==> config.mk <==
export PLATFORM = sky130hd
export DESIGN_NAME = ps2_keycode_encoder
export DESIGN_NICKNAME = d
export VERILOG_FILES = /design/src/rtl/ps2_keycode_encoder.sv
export SDC_FILE = /design/constraint.sdc
export NUM_CORES = 1
export LEC_CHECK = 0
export ABC_CLOCK_PERIOD_IN_PS = 2600
export CORE_ASPECT_RATIO = 1.75
export CORE_UTILIZATION = 36
export DETAILED_ROUTE_END_ITERATION = 10
export DONT_BUFFER_PORTS = 1
export SETUP_SLACK_MARGIN = 0.02
export SLEW_MARGIN = 0
export SYNTH_ARGS = -nofsm -noshare
export SYNTH_HDL_FRONTEND = slang
export SYNTH_SLANG_ARGS = --single-unit
==> constraint.sdc <==
create_clock -name Clk -period 2.6 [get_ports Clk]
set_clock_uncertainty 0.05 [all_clocks]
set_input_delay 0.26 -clock Clk [delete_from_list [all_inputs] [get_ports Clk]]
set_output_delay 0.26 -clock Clk [all_outputs]
set_load 0.03 [all_outputs]
==> src/rtl/ps2_keycode_encoder.sv <==
// ============================================================================
// Module   : ps2_keycode_encoder
// Purpose  : PS/2 scan-code set 2 receiver that maintains a two-slot HID-style
//            keycode word (W/A/S/D/Space) for the player-motion logic.
// Options  : define PS2_PARITY_CHECK_EN to reject frames with bad odd parity.
// Revision : 1.0 - initial release
// ============================================================================
`default_nettype none

module ps2_keycode_encoder #(
    parameter int TIMEOUT_CYCLES = 50000
) (
    input  logic        Clk,
    input  logic        Reset,
    input  logic        ps2_clk,
    input  logic        ps2_data,
    output logic [15:0] keycode,
    output logic        keycode_valid,
    output logic        frame_err
);

    localparam int            TW      = $clog2(TIMEOUT_CYCLES + 1);
    localparam logic [TW-1:0] TO_LAST = TW'(TIMEOUT_CYCLES - 1);

    typedef enum logic [1:0] {
        S_IDLE   = 2'd0,
        S_DATA   = 2'd1,
        S_PARITY = 2'd2,
        S_STOP   = 2'd3
    } state_t;

    // Set-2 scan code to HID usage; 8'h00 marks an unsupported key.
    function automatic logic [7:0] hid_of(input logic [7:0] sc);
        case (sc)
            8'h1D:   hid_of = 8'h1A;
            8'h1C:   hid_of = 8'h04;
            8'h1B:   hid_of = 8'h16;
            8'h23:   hid_of = 8'h07;
            8'h29:   hid_of = 8'h2C;
            default: hid_of = 8'h00;
        endcase
    endfunction

    logic        pclk_s1_q, pclk_s2_q, pclk_prev_q;
    logic        pdat_s1_q, pdat_s2_q;
    logic        edge_q, bit_q;

    state_t      state_q, state_d;
    logic [2:0]  bitcnt_q, bitcnt_d;
    logic [7:0]  shift_q, shift_d;
    logic        par_q, par_d;
    logic [TW-1:0] to_q, to_d;
    logic        byte_ok;
    logic        ferr_d, ferr_q;
    logic        parity_ok;

    logic        brk_q, brk_d, ext_q, ext_d;
    logic [15:0] keycode_q, keycode_d;
    logic        kvalid_q;
    logic [7:0]  hid;

    // Synchronize the pins (idle-high) and register the falling-edge pulse with its data bit.
    always_ff @(posedge Clk or posedge Reset) begin
        if (Reset) begin
            pclk_s1_q   <= 1'b1;
            pclk_s2_q   <= 1'b1;
            pclk_prev_q <= 1'b1;
            pdat_s1_q   <= 1'b1;
            pdat_s2_q   <= 1'b1;
            edge_q      <= 1'b0;
            bit_q       <= 1'b1;
        end else begin
            pclk_s1_q   <= ps2_clk;
            pclk_s2_q   <= pclk_s1_q;
            pclk_prev_q <= pclk_s2_q;
            pdat_s1_q   <= ps2_data;
            pdat_s2_q   <= pdat_s1_q;
            edge_q      <= pclk_prev_q & ~pclk_s2_q;
            bit_q       <= pdat_s2_q;
        end
    end

`ifdef PS2_PARITY_CHECK_EN
    assign parity_ok = ^{shift_q, par_q};
`else
    assign parity_ok = 1'b1;
`endif

    // Receive FSM state and frame datapath registers.
    always_ff @(posedge Clk or posedge Reset) begin
        if (Reset) begin
            state_q  <= S_IDLE;
            bitcnt_q <= 3'd0;
            shift_q  <= 8'h00;
            par_q    <= 1'b0;
            to_q     <= '0;
        end else begin
            state_q  <= state_d;
            bitcnt_q <= bitcnt_d;
            shift_q  <= shift_d;
            par_q    <= par_d;
            to_q     <= to_d;
        end
    end

    // Frame sequencing, stop/parity validation and inter-edge timeout.
    always_comb begin
        state_d  = state_q;
        bitcnt_d = bitcnt_q;
        shift_d  = shift_q;
        par_d    = par_q;
        to_d     = '0;
        byte_ok  = 1'b0;
        ferr_d   = 1'b0;
        case (state_q)
            S_IDLE: begin
                // A high start bit is treated as line noise.
                if (edge_q && !bit_q) begin
                    state_d  = S_DATA;
                    bitcnt_d = 3'd0;
                end
            end
            S_DATA: begin
                if (edge_q) begin
                    shift_d  = {bit_q, shift_q[7:1]};
                    bitcnt_d = bitcnt_q + 3'd1;
                    if (bitcnt_q == 3'd7) state_d = S_PARITY;
                end
            end
            S_PARITY: begin
                if (edge_q) begin
                    par_d   = bit_q;
                    state_d = S_STOP;
                end
            end
            S_STOP: begin
                if (edge_q) begin
                    state_d = S_IDLE;
                    if (bit_q && parity_ok) byte_ok = 1'b1;
                    else                    ferr_d  = 1'b1;
                end
            end
            default: state_d = S_IDLE;
        endcase
        // Any edge keeps the counter at zero via the default above.
        if (state_q != S_IDLE && !edge_q) begin
            if (to_q == TO_LAST) begin
                ferr_d  = 1'b1;
                state_d = S_IDLE;
            end else begin
                to_d = to_q + 1'b1;
            end
        end
    end

    // Decoder prefix flags and the registered keycode / pulse outputs.
    always_ff @(posedge Clk or posedge Reset) begin
        if (Reset) begin
            brk_q     <= 1'b0;
            ext_q     <= 1'b0;
            keycode_q <= 16'h0000;
            kvalid_q  <= 1'b0;
            ferr_q    <= 1'b0;
        end else begin
            brk_q     <= brk_d;
            ext_q     <= ext_d;
            keycode_q <= keycode_d;
            kvalid_q  <= (keycode_d != keycode_q);
            ferr_q    <= ferr_d;
        end
    end

    // Byte decoder: prefix tracking and two-slot make/break bookkeeping.
    always_comb begin
        brk_d     = brk_q;
        ext_d     = ext_q;
        keycode_d = keycode_q;
        hid       = hid_of(shift_q);
        if (byte_ok) begin
            if (shift_q == 8'hF0) begin
                brk_d = 1'b1;
            end else if (shift_q == 8'hE0) begin
                ext_d = 1'b1;
            end else begin
                brk_d = 1'b0;
                ext_d = 1'b0;
                // Extended keys share set-2 codes with ours, so they are ignored.
                if (!ext_q && hid != 8'h00) begin
                    if (!brk_q) begin
                        if (keycode_q[15:8] != hid && keycode_q[7:0] != hid) begin
                            if (keycode_q[15:8] == 8'h00)
                                keycode_d = {hid, keycode_q[7:0]};
                            else if (keycode_q[7:0] == 8'h00)
                                keycode_d = {keycode_q[15:8], hid};
                        end
                    end else begin
                        if (keycode_q[7:0] == hid)
                            keycode_d = {keycode_q[15:8], 8'h00};
                        else if (keycode_q[15:8] == hid)
                            keycode_d = {keycode_q[7:0], 8'h00};
                    end
                end
            end
        end
    end

    assign keycode       = keycode_q;
    assign keycode_valid = kvalid_q;
    assign frame_err     = ferr_q;

endmodule

`default_nettype wire

== Yosys cells after proc, flatten, opt, wreduce, memory -nomap -nowiden ==
Cells that the tools add are included.
Word-level totals
  bits of input ports: 4
  word-level logic and storage cells: 93
  register bits: 56
  output and inout port bits: 18
Operators by class
  reductions and logical operators: 17
  equal/unequal tests: 20
  bitwise logic cells: 3
  add/subtract/negate cells: 2
  multiplexer cells: 35
Operator list (count)
  2-to-1 mux 16 bit: 11
  case mux 6 bit (5 select lines): 1
  equality test 8 x 5 -> 1 bit, second input constant: 3
  adder 16 x 1 -> 16 bit, second input constant: 1
  equality test 16 bit, second input constant: 1
  equality test 8 x 6 -> 1 bit, second input constant: 2
  equality test 8 bit, second input constant: 2
  zero test 8 bit: 2
  inequality test 16 bit: 1
  2-to-1 mux 2 bit: 7
  2-to-1 mux 1 bit: 11
  equality test 8 x 6 -> 1 bit: 1
  equality test 8 bit: 1
  2-to-1 mux 8 bit: 1
  inequality test 8 x 6 -> 1 bit: 1
  inequality test 8 bit: 1
  case mux 2 bit (4 select lines): 1
  nonzero test 8 bit: 1
  2-to-1 mux 3 bit: 2
  inequality test 2 bit, second input constant: 3
  case mux 3 bit (2 select lines): 1
  AND reduction 2 bit: 3
  equality test 2 bit, second input constant: 2
  logical AND 1 bit: 4
  other kinds (9): 13

== Longest topological paths before layout ==
  depth in word-level cells: 11
  gate-level depth with buffers: 10
  gate-level depth less buffers: 8

== Worst setup path before layout ==
No wires, ideal clock.
  kind: register to register
  start point: register shift_q[7]
  end point: register keycode_q[14], in the netlist keycode[14]
  path slack: 18 ps
  setup time: 118 ps
  data required time: 2432 ps
  clock period less this slack: 2582 ps
  buffers on the path: 1
  stages on the path, launching flop included: 10
  data arrival time: 2413 ps
  cell sequence: dfrtp_1 > or3b_1 > buf_4 > nor4_1 > a31oi_1 > o311a_1 > or4_4 > and2_4 > and3_4 > a21o_1
On the way
  cells in the longest elaborated chain, start to end: 10
  elaborated cells on any way between the ends: 23
  those cells by class: 11 x eq/ne; 9 x mux; 3 x reduce/logical
RTL lines
  start, declared: RTL line 50  | logic [7:0] shift_q, shift_d;
  start signal, assigned: RTL line 100  | shift_q <= shift_d;
  equality test 8 x 6 -> 1 bit / equality test 8 x 5 -> 1 bit (equally long branches): RTL line 34  | case (sc)
  case mux 6 bit (5 select lines): RTL line 34
  equality test 8 x 6 -> 1 bit (tied with other cells): RTL line 199  | else if (keycode_q[15:8] == hid)
  2-to-1 mux 16 bit / logical AND 1 bit (equally long branches): RTL line 199, 190
  2-to-1 mux 16 bit, on equally long branches: RTL line 197, 190
  2-to-1 mux 16 bit: RTL line 189  | if (!brk_q) begin
  2-to-1 mux 16 bit: RTL line 188  | if (!ext_q && hid != 8'h00) begin
  2-to-1 mux 16 bit: RTL line 182  | end else if (shift_q == 8'hE0) begin
  2-to-1 mux 16 bit *: RTL line 180  | if (shift_q == 8'hF0) begin
  2-to-1 mux 16 bit *: RTL line 179  | if (byte_ok) begin
  named net keycode_d[14]: RTL line 58  | logic [15:0] keycode_q, keycode_d;
  end signal, assigned: RTL line 167  | keycode_q <= keycode_d;
  end, declared: RTL line 58
Mark *: on every way through the listed nets, which the timed path passes. The rest lies on a longest branch.
A chain may end at the register's enable or synchronous reset.

== Final worst setup path ==
  start point: register shift_q[7]
  end point: register keycode_q[3], in the netlist keycode[3]
On the way
  cells in the longest elaborated chain, start to end: 10
  elaborated cells on any way between the ends: 25
  those cells by class: 11 x eq/ne; 11 x mux; 3 x reduce/logical
RTL lines (RTL line)
  equality test 8 x 6 -> 1 bit / equality test 8 x 5 -> 1 bit (equally long branches): 34
  case mux 6 bit (5 select lines): 34
  equality test 8 x 6 -> 1 bit (tied with other cells): 199
  2-to-1 mux 16 bit (tied with other cells): 199
  2-to-1 mux 16 bit, on equally long branches: 197, 190
  2-to-1 mux 16 bit: 189
  2-to-1 mux 16 bit: 188
  2-to-1 mux 16 bit: 182
  2-to-1 mux 16 bit *: 180
  2-to-1 mux 16 bit *: 179
  named net keycode_d[3]: 58
Marked as above.

==> results.json <==
{
  "dp_hpwl_mm": 5.97,
  "crit_path_start_kind": "flip-flop",
  "cts.path.max_buffers": 2,
  "power.leakage_nw": 1.75,
  "peakVddDrop_v": 0.000529,
  "syn_avg_cell_area_sq_um": 9.25,
  "vias": 2759,
  "grt_overflow": 0,
  "core_sq_mm": 0.00826,
  "crit_end": "keycode[3]",
  "synth_cell_types": 61,
  "ys_ff_latch": 56,
  "final_nets": 393,
  "crit_path_cell_trace": "or3b_4 -> buf_6 -> or4_4 -> nand2_4 -> a211oi_4 -> nor4_4 -> buf_4 -> nor2_4 -> buf_6 -> nor2_4 -> buf_6 -> nor2_1",
  "cts_buffers": 5,
  "grt_pass1_vias": 2775,
  "synth_top_family_by_area": "simple AND/OR/NAND/NOR gates",
  "min_path_type": "reg2reg",
  "setup-tns-final_ns": -0.519,
  "tightestPinTransition_ns": 0.703,
  "async_flop_share": 1.00,
  "setup_viol": 11,
  "cp.depth": 12,
  "n_antenna_cell": 0,
  "ff2ff_path_depth": 12,
  "slew_headroom": 0.532,
  "synthSimpleGateAreaFrac": 0.256,
  "fmax_ghz": 0.375,
  "multiInputGateArea_sq_mm": 0.00172,
  "syn_nets": 338,
  "cp_data_required_time_ns": 2.74,
  "max_cap_violations": 0,
  "slew_violations": 0,
  "wire_per_inst_um": 17.2,
  "ys_dominant_reg_cell": "dfrtp_1",
  "worstSkewPairLatency_ns": 0.30,
  "worstReg2RegStart": "shift_q[7]",
  "crit_fanout": 7,
  "grt_max_degree": 40,
  "synth_xor_area_frac": 0.0572,
  "arrival_ns": 2.81,
  "n_fill_cell": 761,
  "rsz0062_at_grt": "yes",
  "status": "complete, but fails checks",
  "gp_congestion": 0.972,
  "vias_per_cell": 5.76,
  "hold_viol_final": 0,
  "ant_nets": 0,
  "grt_use_total": 0.193,
  "violations": "negative setup slack",
  "rrSetupSlack_ns": -0.07,
  "finalCritPeriodShare": 1.03,
  "tritoncts": "built",
  "crit_type": "reg2reg",
  "dr.pass1.iters": 6,
  "synth_edf_count": 0,
  "cp-end-kind": "flip-flop",
  "antenna_found_initial": 0,
  "power-per-cell-area_mw_per_mm2": 575,
  "route.detailed.drc": 0,
  "cp_slowest_stage_delay_ns": 0.51,
  "power.total_mw": 2.29,
  "clk_pin_slew_worst_paths_ns": 0.07,
  "routed_wl_mm": 8.23,
  "syn-instance-count": 331,
  "die_h_um": 124,
  "dieArea_sq_mm": 0.00889,
  "final_util": 0.482,
  "drt_iter0_markers": 178,
  "crit_start": "shift_q[7]",
  "ys_seq_area_frac": 0.460,
  "area_delta_synth_final_pct": 30.1,
  "synthMuxAreaShare": 0.0290,
  "min_period_ns": 2.67,
  "cts-root-buf": "clkbuf_16",
  "io_pins": 22,
  "start_util": 0.371,
  "cp_slowest_cell": "or4_4",
  "fp.dieW_um": 71.7,
  "port_buffers": 0,
  "grt_pass1_wl_mm": 13.0,
  "critPathBufInv": 4,
  "num_rows": 44,
  "synthAdderAreaFrac": 0.0123,
  "holdPathStages": 0,
  "syn_area_sq_mm": 0.00306,
  "synth_compound_area_frac": 0.145,
  "cp_top_family": "simple AND/OR/NAND/NOR gates",
  "critPathMostFrequentCell": "buf_6",
  "htree_levels": 2,
  "fin_ws_ns": -0.0668,
  "cts_sinks": 56,
  "seq_area_sq_mm": 0.00141,
  "ys_warn_count": 0,
  "layout-drive-gt1-share": 0.310,
  "r2r_end": "keycode[3]"
}
## cells in the final DEF (no fill, tap or decap), types with 3 or more instances in the layout
master	n
and3_1	6
a21oi_1	6
xnor2_1	12
inv_1	13
buf_4	53
o22ai_1	8
nand2_1	26
mux2_2	6
nor2b_1	6
dfstp_2	6
dlygate4sd3_1	3
dfrtp_1	50
nor3_1	3
a21o_1	3
nor2_1	48
and3b_1	3
nand4_1	5
o21ai_1	5
nand3_1	12
a311oi_2	3
nor2_2	3
ha_1	3
clkbuf_16	5
or4_4	3
o21ai_0	9
xor2_1	7
buf_6	8
nand3b_1	3
a211oi_1	5
nor4_1	8
a21oi_2	5
## worst reg2reg max path: cells and delay by family, from the launching register on
family	cells	cell delay, ns
compound gates	1	0.06
buf+inv	4	0.60
flops	1	0.41
simple gates	7	1.44
## Yosys cell counts, types with 2 or more instances
cell | instances | area share
nand3_1 | 13 | 0.021
nor4_1 | 9 | 0.018
buf_2 | 2 | 0.0033
nor3b_1 | 2 | 0.0049
nor2_1 | 51 | 0.063
a41oi_1 | 2 | 0.0057
mux2_2 | 6 | 0.022
dfrtp_1 | 50 | 0.41
xor2_1 | 8 | 0.023
or3b_1 | 3 | 0.0086
or4_1 | 2 | 0.0049
nor2_2 | 2 | 0.0041
a311oi_1 | 5 | 0.014
inv_1 | 14 | 0.017
nor3_1 | 4 | 0.0065
a32o_1 | 2 | 0.0065
dfstp_2 | 6 | 0.051
o21ai_1 | 2 | 0.0033
xnor2_1 | 12 | 0.034
ha_1 | 3 | 0.012
and3_1 | 6 | 0.012
a21o_1 | 3 | 0.0074
a211oi_1 | 6 | 0.015
nor2b_1 | 6 | 0.012
nand4_1 | 5 | 0.010
o21ai_0 | 12 | 0.020
o31a_1 | 2 | 0.0057
and3b_1 | 3 | 0.0086
clkbuf_1 | 13 | 0.016
a21oi_1 | 11 | 0.018
nand3b_1 | 3 | 0.0074
nand2_1 | 27 | 0.033
o22ai_1 | 8 | 0.016
## worst min-delay path by stage
stage | slack, ns | end | start
final | 0.31 | pdat_s2_q | pdat_s1_q
after detailed placement | 0.10 | keycode[6] | Reset
after floorplan | 0.21 | pclk_s1_q | ps2_clk
after global placement | 0.10 | keycode[2] | Reset
after global routing | 0.31 | pdat_s2_q | pdat_s1_q
after CTS | 0.31 | pdat_s2_q | pdat_s1_q
## per-layer routing
metal  vias up  share of wire  track usage
met5         -              0            0
met4         0          0.060        0.148
met3        26          0.036       0.0388
met2        76           0.56        0.356
met1      1365           0.34        0.184
li1       1292              -            -
## kinds of logic after synthesis
group | after synthesis
muxes | 8
buffers and inverters | 31
DFF | 56
AOI/OAI and AO/OA | 65
xor gates and xnor gates | 20
and+or+nand+nor | 148
adders and majority gates | 3
## power breakdown
part | switching [mW] | internal (mW) | total, mW
clock network | 0.305 | 0.360 | 0.665
registers | 0.0683 | 0.944 | 1.01
logic | 0.311 | 0.301 | 0.612
## state kept, by name, indices dropped and copies added, names as in the netlist, 2 cells and up
| signal | flops |
|---|---|
| state_q | 2 |
| shift_q | 8 |
| to_q | 16 |
| keycode | 16 |
| bitcnt_q | 3 |
## repair_timing
action,in CTS,in global routing
hold endpoints to repair,19,0
pin swaps,6,17
hold buffers,3,0
resized for setup,16,31
setup buffers,1,7
endpoints found under the setup margin,16,17
## per-stage QoR
stage          hold slack [ns]  area, sq um  std cells  setup slack, ns
2_1_floorplan            0.214         3060        331           0.0272
3_3_place_gp             0.103         3520        461          -0.0666
3_5_place_dp             0.101         3520        461          -0.0884
4_1_cts                  0.308         3770        472          -0.0174
5_1_grt                  0.308         3980        479          -0.0980
6_report                 0.306         3980        479          -0.0668
## cell type report
class	instances	area share
sequential	56	0.354
clock inverter	2	0.00408
timing repair buffer	65	0.135
tap	92	0.0289
clock buffer	6	0.0323
inverter	14	0.0132
multi-input combinational	244	0.433
Note: power is estimated with default switching activity, not from simulation.
